===== src/rtl/cache_data_array_if.sv =====
// CPU/refill port bundle for cache_data_array: the master side drives requests, the slave side is the array.
interface cache_data_array_if #(
   parameter int DATA_W = 32,
   parameter int LINES  = 32,
   parameter int BLOCKS = 4
);
   localparam int LINE_W = $clog2(LINES);
   localparam int BLK_W  = $clog2(BLOCKS);

   logic                cpu_rd_en;
   logic                cpu_wr_en;
   logic [LINE_W-1:0]   cpu_line;
   logic [BLK_W-1:0]    cpu_block;
   logic [DATA_W-1:0]   cpu_wdata;
   logic [DATA_W/8-1:0] cpu_be;
   logic [DATA_W-1:0]   rd_data;
   logic                rd_valid;
   logic                refill_start;
   logic [LINE_W-1:0]   refill_line;
   logic                mem_valid;
   logic [DATA_W-1:0]   mem_data;
   logic                refill_busy;
   logic [BLK_W-1:0]    refill_block;
   logic                refill_done;

   modport master (
      output cpu_rd_en, cpu_wr_en, cpu_line, cpu_block, cpu_wdata, cpu_be,
      output refill_start, refill_line, mem_valid, mem_data,
      input  rd_data, rd_valid, refill_busy, refill_block, refill_done
   );

   modport slave (
      input  cpu_rd_en, cpu_wr_en, cpu_line, cpu_block, cpu_wdata, cpu_be,
      input  refill_start, refill_line, mem_valid, mem_data,
      output rd_data, rd_valid, refill_busy, refill_block, refill_done
   );
endinterface


===== src/rtl/cache_data_array.sv =====
// Cache data store with a 1-cycle CPU read port, CPU write port and a line-refill FSM.
// Define CACHE_BYTE_WRITE_EN to make CPU writes honour cpu_be; otherwise CPU writes are full-word.
module cache_data_array #(
   parameter int DATA_W = 32,
   parameter int LINES  = 32,
   parameter int BLOCKS = 4
) (
   input  logic              clk,
   input  logic              rst_n,
   cache_data_array_if.slave bus
);
   localparam int LINE_W = $clog2(LINES);
   localparam int BLK_W  = $clog2(BLOCKS);
   localparam int ADDR_W = LINE_W + BLK_W;
   localparam int NBYTES = DATA_W / 8;
   localparam int DEPTH  = LINES * BLOCKS;

   typedef enum logic [1:0] {
      IDLE = 2'd0,
      FILL = 2'd1,
      DONE = 2'd2
   } state_t;

   state_t              state;
   state_t              state_nxt;
   logic [BLK_W-1:0]    cnt;
   logic [BLK_W-1:0]    cnt_nxt;
   logic [LINE_W-1:0]   fill_line;
   logic [LINE_W-1:0]   fill_line_nxt;
   logic                fill_we;
   logic                cpu_we;
   logic [ADDR_W-1:0]   cpu_addr;
   logic [ADDR_W-1:0]   fill_addr;
   logic [NBYTES-1:0]   wr_be;
   logic [DATA_W-1:0]   mem [DEPTH];
   logic [DATA_W-1:0]   rd_data_p1;
   logic                vld_p1;

`ifdef CACHE_BYTE_WRITE_EN
   assign wr_be = bus.cpu_be;
`else
   logic unused_be;
   assign unused_be = ^bus.cpu_be;
   assign wr_be     = '1;
`endif

   assign cpu_addr  = {bus.cpu_line, bus.cpu_block};
   assign fill_addr = {fill_line, cnt};
   // CPU writes only land while no refill owns the array (IDLE).
   assign cpu_we    = bus.cpu_wr_en && (state == IDLE);

   always_ff @(posedge clk or negedge rst_n) begin
      if (!rst_n) begin
         state     <= IDLE;
         cnt       <= '0;
         fill_line <= '0;
      end else begin
         state     <= state_nxt;
         cnt       <= cnt_nxt;
         fill_line <= fill_line_nxt;
      end
   end

   always_comb begin
      state_nxt     = state;
      cnt_nxt       = cnt;
      fill_line_nxt = fill_line;
      fill_we       = 1'b0;
      case (state)
         IDLE: begin
            if (bus.refill_start) begin
               fill_line_nxt = bus.refill_line;
               cnt_nxt       = '0;
               state_nxt     = FILL;
            end
         end
         FILL: begin
            if (bus.mem_valid) begin
               fill_we = 1'b1;
               cnt_nxt = cnt + 1'b1;
               if (cnt == BLK_W'(BLOCKS - 1)) begin
                  state_nxt = DONE;
               end
            end
         end
         DONE: begin
            state_nxt = IDLE;
         end
         default: begin
            state_nxt = IDLE;
         end
      endcase
   end

   assign bus.refill_busy  = (state != IDLE);
   assign bus.refill_block = cnt;
   assign bus.refill_done  = (state == DONE);

   // Storage write port: refills are full-word, CPU writes are byte-gated. Contents are never reset.
   always_ff @(posedge clk) begin
      if (fill_we) begin
         mem[fill_addr] <= bus.mem_data;
      end else if (cpu_we) begin
         for (int b = 0; b < NBYTES; b++) begin
            if (wr_be[b]) begin
               mem[cpu_addr][b*8 +: 8] <= bus.cpu_wdata[b*8 +: 8];
            end
         end
      end
   end

   // Read stage p1: old contents are sampled, so a same-cycle write is not visible yet.
   always_ff @(posedge clk or negedge rst_n) begin
      if (!rst_n) begin
         rd_data_p1 <= '0;
         vld_p1     <= 1'b0;
      end else begin
         vld_p1 <= bus.cpu_rd_en;
         if (bus.cpu_rd_en) begin
            rd_data_p1 <= mem[cpu_addr];
         end
      end
   end

   assign bus.rd_data  = rd_data_p1;
   assign bus.rd_valid = vld_p1;

endmodule


===== src/flat_wrapper.sv =====
// flat-port wrapper written by rule: the top's interface ports become plain ports
module cache_data_array_flat 
#(
   parameter int DATA_W = 32,
   parameter int LINES  = 32,
   parameter int BLOCKS = 4
)
  (clk, rst_n, bus_cpu_rd_en, bus_cpu_wr_en, bus_cpu_line, bus_cpu_block, bus_cpu_wdata, bus_cpu_be, bus_refill_start, bus_refill_line, bus_mem_valid, bus_mem_data, bus_rd_data, bus_rd_valid, bus_refill_busy, bus_refill_block, bus_refill_done);
  cache_data_array_if #(.DATA_W(DATA_W), .LINES(LINES), .BLOCKS(BLOCKS)) bus_i ();
  input  logic clk;
  input  logic rst_n;
  input wire logic [$bits(bus_i.cpu_rd_en)-1:0] bus_cpu_rd_en;
  input wire logic [$bits(bus_i.cpu_wr_en)-1:0] bus_cpu_wr_en;
  input wire logic [$bits(bus_i.cpu_line)-1:0] bus_cpu_line;
  input wire logic [$bits(bus_i.cpu_block)-1:0] bus_cpu_block;
  input wire logic [$bits(bus_i.cpu_wdata)-1:0] bus_cpu_wdata;
  input wire logic [$bits(bus_i.cpu_be)-1:0] bus_cpu_be;
  input wire logic [$bits(bus_i.refill_start)-1:0] bus_refill_start;
  input wire logic [$bits(bus_i.refill_line)-1:0] bus_refill_line;
  input wire logic [$bits(bus_i.mem_valid)-1:0] bus_mem_valid;
  input wire logic [$bits(bus_i.mem_data)-1:0] bus_mem_data;
  output wire logic [$bits(bus_i.rd_data)-1:0] bus_rd_data;
  output wire logic [$bits(bus_i.rd_valid)-1:0] bus_rd_valid;
  output wire logic [$bits(bus_i.refill_busy)-1:0] bus_refill_busy;
  output wire logic [$bits(bus_i.refill_block)-1:0] bus_refill_block;
  output wire logic [$bits(bus_i.refill_done)-1:0] bus_refill_done;
  assign bus_i.cpu_rd_en = bus_cpu_rd_en;
  assign bus_i.cpu_wr_en = bus_cpu_wr_en;
  assign bus_i.cpu_line = bus_cpu_line;
  assign bus_i.cpu_block = bus_cpu_block;
  assign bus_i.cpu_wdata = bus_cpu_wdata;
  assign bus_i.cpu_be = bus_cpu_be;
  assign bus_i.refill_start = bus_refill_start;
  assign bus_i.refill_line = bus_refill_line;
  assign bus_i.mem_valid = bus_mem_valid;
  assign bus_i.mem_data = bus_mem_data;
  assign bus_rd_data = bus_i.rd_data;
  assign bus_rd_valid = bus_i.rd_valid;
  assign bus_refill_busy = bus_i.refill_busy;
  assign bus_refill_block = bus_i.refill_block;
  assign bus_refill_done = bus_i.refill_done;
  cache_data_array #(.DATA_W(DATA_W), .LINES(LINES), .BLOCKS(BLOCKS)) u_core (.clk(clk), .rst_n(rst_n), .bus(bus_i));
endmodule

===== config.mk =====
export PLATFORM = sky130hd
export DESIGN_NAME = cache_data_array_flat
export DESIGN_NICKNAME = d
export VERILOG_FILES = /design/src/rtl/cache_data_array_if.sv /design/src/rtl/cache_data_array.sv /design/src/flat_wrapper.sv
export SDC_FILE = /design/constraint.sdc
export NUM_CORES = 2
export LEC_CHECK = 0
export CORE_MARGIN = 4
export CORE_UTILIZATION = 45
export DETAILED_ROUTE_END_ITERATION = 10
export PLACE_DENSITY = 0.64
export SLEW_MARGIN = 10
export SYNTH_ARGS = -nofsm -noshare
export SYNTH_HDL_FRONTEND = slang
export SYNTH_SLANG_ARGS = --single-unit

===== constraint.sdc =====
create_clock -name clk -period 10.09 [get_ports clk]
set_clock_uncertainty 0.1 [all_clocks]
set_input_delay 2.018 -clock clk [delete_from_list [all_inputs] [get_ports clk]]
set_output_delay 2.018 -clock clk [all_outputs]
set_load 0.05 [all_outputs]

==> impl_results.md <==
- Post-synthesis compound-gate area fraction: between 4 and 5%
- Worst path arrival time: slightly above 6 ns
- Worst setup SP type: primary input
- Clock input transition at the sequential cells of the worst setup and hold paths: around 0.06 ns
- Final setup violation count: 0
- Count of cells resized by post-cts repair: 0
- Residual DRC: 0
- Post-detailed-routing wire length: 434000 microns
- Count of pins on the block boundary: 123
- Startpoint of the lowest-slack register-to-register path: u_core.state[0]
- Clock buffers created by TritonCTS: approximately 410
- Number of stages on the worst hold path: 1
- First-pass iteration count of the detailed router: 5
- Simple-gate area share of the yosys netlist: under 10%
- Vias in the first global route: slightly above 80000
- Path category of the worst min-delay check: reg2reg
- Vias per Instance: between 6 and 7
- RSZ-0062 raised after global routing: false
- Post-placement worst setup slack: ~3.8 ns
- Site row count: between 200 and 250
- Largest family of logic cells by synthesized area: multiplexers
- Final critical delay including setup and external delays: approximately 5.6 ns
- Most frequent cell on the critical path: sky130_fd_sc_hd__buf_4
- Setup slack of the most critical reg-to-reg path: 5.62 ns
- Detailed placer's ending HPWL: roughly 250000 microns
- Slowest Stage Delay on Critical Path: 0.90 ns
- Number of sinks handled by clock tree synthesis: 4138
- Total number of yosys warnings: 0
- Total congestion overflow: 0
- Synthesized instance count: roughly 8000
- Clock tree from TritonCTS: built
- Critical Path Stages: 10
- Fraction of the yosys area taken by sequential cells: between 70 and 80%
- Master cell of the clock root buffer: sky130_fd_sc_hd__clkbuf_16
- Endpoint of the worst hold-timing path: u_core.state[1]
- Critical path start-end classification: in2reg
- Capturing point of the worst reg2reg path: u_core.mem[105][28]
- Maximum level of the CTS H-tree: 5
- Total of hold buffers inserted after clock tree synthesis: 0
- Maximum vdd ir drop: about 290 uV
- Core Footprint: around 0.36 sq mm
- Count of buffering cells on the critical path with inverters included: 4
- Number of buffers added for setup after CTS: 0
- Area after detailed placement: 0.169 sq mm
- Initial antenna violation count: 16
- Cell Area, Synth: roughly 0.16 sq mm
- Commonest cells after routing, fill and taps aside: sky130_fd_sc_hd__edfxtp_1 (4096), sky130_fd_sc_hd__mux2i_1 (911), sky130_fd_sc_hd__mux4_2 (544)
- Clock latency of the later-clocked register in the worst-skew pair: between 0.9 and 1 ns
- Share of synthesized area spent on multiplexers: 14.2%
- Quantity of I/O buffers inserted on ports: between 100 and 150
- Worst endpoint required time: around 11 ns
- Via count: between 80000 and 90000
- Final Cycle Share: between 50 and 60%
- Global-route wire length before repair: just over 600000 microns
- Relative area change from synthesis to final layout: 12.7%
- Starting DRC count in detailed routing: between 10000 and 15000
- Largest net degree at the start of global routing: roughly 120
- Number of routed nets with antenna violations: 0
- Largest delay contributor family on the critical path: buffers and inverters
- Cell count of the worst reg-to-reg path: 8
- Post-Synth XOR/XNOR Area: 0%
- Post-layout net count: roughly 8500
- Type of element capturing the critical path: flop
- Longest Clk Path Bufs: 4
- Final design area excluding fillers: between 0.15 and 0.2 sq mm
- Power per standard cell area: 218 mW/mm^2
- Count of state elements after synthesis: about 4100
- Ordered cell list for the critical path: clkbuf_8 > buf_4 > buf_4 > nor2b_4 > buf_4 > a22oi_1 > a21oi_1 > nor3_1 > o211ai_1 > o311ai_1
- Netlist cell types: 51
- Max Cap Violations: 0
- Max Clock Freq: about 180 MHz
- Starting density of the core: between 40% and 50%
- Worst Tran Pin Value: ~1.3 ns
- Ys flop type: sky130_fd_sc_hd__edfxtp_1
- Final Hold Fails: 0
- Number of synthesized flops with an enable pin: 4096
- Setup_tns: 0 ns
- Mean instance size in the synthesized netlist: 20.0 sq um
- X dimension of the die: approximately 610 microns
- Max stage delay cell, worst path: sky130_fd_sc_hd__o211ai_1
- Number of pins with negative max-slew slack in the final report: 0
- Post-Synthesis Net Count: 8137
- Post-DR wirelength/cell: ~32 microns
- Headroom to the max-slew limit: around a tenth
- Share of flip-flops with an asynchronous set or reset: between 1 and 1.5%
- Setup slack after layout: between 4 and 5 ns
- Crit Path Max Fanout: 48
- Overall global routing resource usage: between 20% and 30%
- Die area: around 0.37 sq mm
- Fraction of layout instances using a drive strength above 1: about 20%
- Leakage power figure: just under 60 nW
- Final weighted congestion in routability-driven placement: 0.889
- Status: finished, final reports clean
- Share of synthesized cell area in full adder, half adder and majority cells: less than 1%
- Height of the chip: 606 microns
- Leading cell type in the layout, fill and taps excluded: sky130_fd_sc_hd__edfxtp_1
- Hold path start: u_core.state[1]
-- worst reg2reg max path, delay by kind of cell, from the launching register on --
kind	cells	cell delay, ns
AO/OA/AOI/OAI	1	0.64
buffers and inverters	2	0.97
flip-flops	1	0.51
AND/OR/NAND/NOR	5	1.91
-- how the worst max path moves through the flow --
stage	startpoint	endpoint
2_1_floorplan	bus_cpu_block[0]	u_core.mem[30][0]
6_report	bus_cpu_line[0]	u_core.bus.rd_data[22]
4_1_cts	bus_cpu_line[0]	u_core.bus.rd_data[22]
3_3_place_gp	bus_cpu_line[0]	u_core.bus.rd_data[22]
5_1_grt	bus_mem_valid	u_core.mem[104][5]
3_5_place_dp	bus_mem_valid	u_core.mem[104][29]
-- sequential cells by signal (all words and copies together) (netlist names) --
signal and flops:
u_core.bus.rd_data 32, u_core.state 2, u_core.bus.rd_valid 1, u_core.mem 4096, u_core.bus.refill_block 2, u_core.fill_line 5
-- per-stage QoR --
step                      total power, mW  hold WS [ns]  util [%]  instances
after global placement               25.0         0.424      47.4      12700
after global routing                 40.6         0.493      50.9      13400
final                                39.4         0.467      50.9      13500
after floorplan                      23.1         0.404         -       8050
after CTS                            39.6         0.460      50.9      13400
after detailed placement             25.2         0.450      47.4      12700
-- routing by layer --
| metal | global-route usage [%] | part of all wire [%] | up-vias |
|---|---|---|---|
| li1 | - | - | 33900 |
| met2 | 34.1 | 44 | 4208 |
| met1 | 33.8 | 41 | 43700 |
| met5 | 0 | 0.0023 | - |
| met3 | 5.52 | 11 | 632 |
| met4 | 8.91 | 4.2 | 2 |
-- layout make-up --
class	instances	area, sq um
flip-flops and latches	4138	124000
diodes	17	42.5
multi-input cells	3418	35100
fillers	27800	175000
well taps	4751	5940
repair buffers	394	3480
inverters	7	31.3
clock buffers	512	10800
clock inverters	216	1810
-- cell families (layout without fill, tap and decap cells) --
family	after synthesis	after routing
other	0	17
and+or+nand+nor	822	822
buffers and inverters	494	1129
DFF	4138	4138
AOI/OAI and AO/OA	1004	1004
muxes	1591	1591
adders and majority gates	1	1
-- report_power, final --
| part | leakage (nW) | switching [mW] | total, mW | internal [mW] |
|---|---|---|---|---|
| combinational | 14.4 | 3.40 | 4.26 | 0.856 |
| clock | 6.18 | 6.27 | 14.6 | 8.30 |
| sequential | 37.4 | 0.169 | 20.6 | 20.4 |
-- synth_stat cells (all sizes together), types with 42 or more instances --
cell	n	share of area, %
o22ai	289	1.1
a211oi	77	0.36
o211ai	56	0.34
nand2	220	0.51
o221ai	64	0.35
a21oi	115	0.36
nor2	310	0.72
nor3	171	0.53
buf	271	1.4
mux4	544	7.6
dfrtp	42	0.65
mux2	136	0.95
a22oi	155	0.72
and2	69	0.27
clkbuf	216	0.50
mux2i	911	5.7
edfxtp	4096	76
o21ai	97	0.30
(Power assumes the default switching activity.)
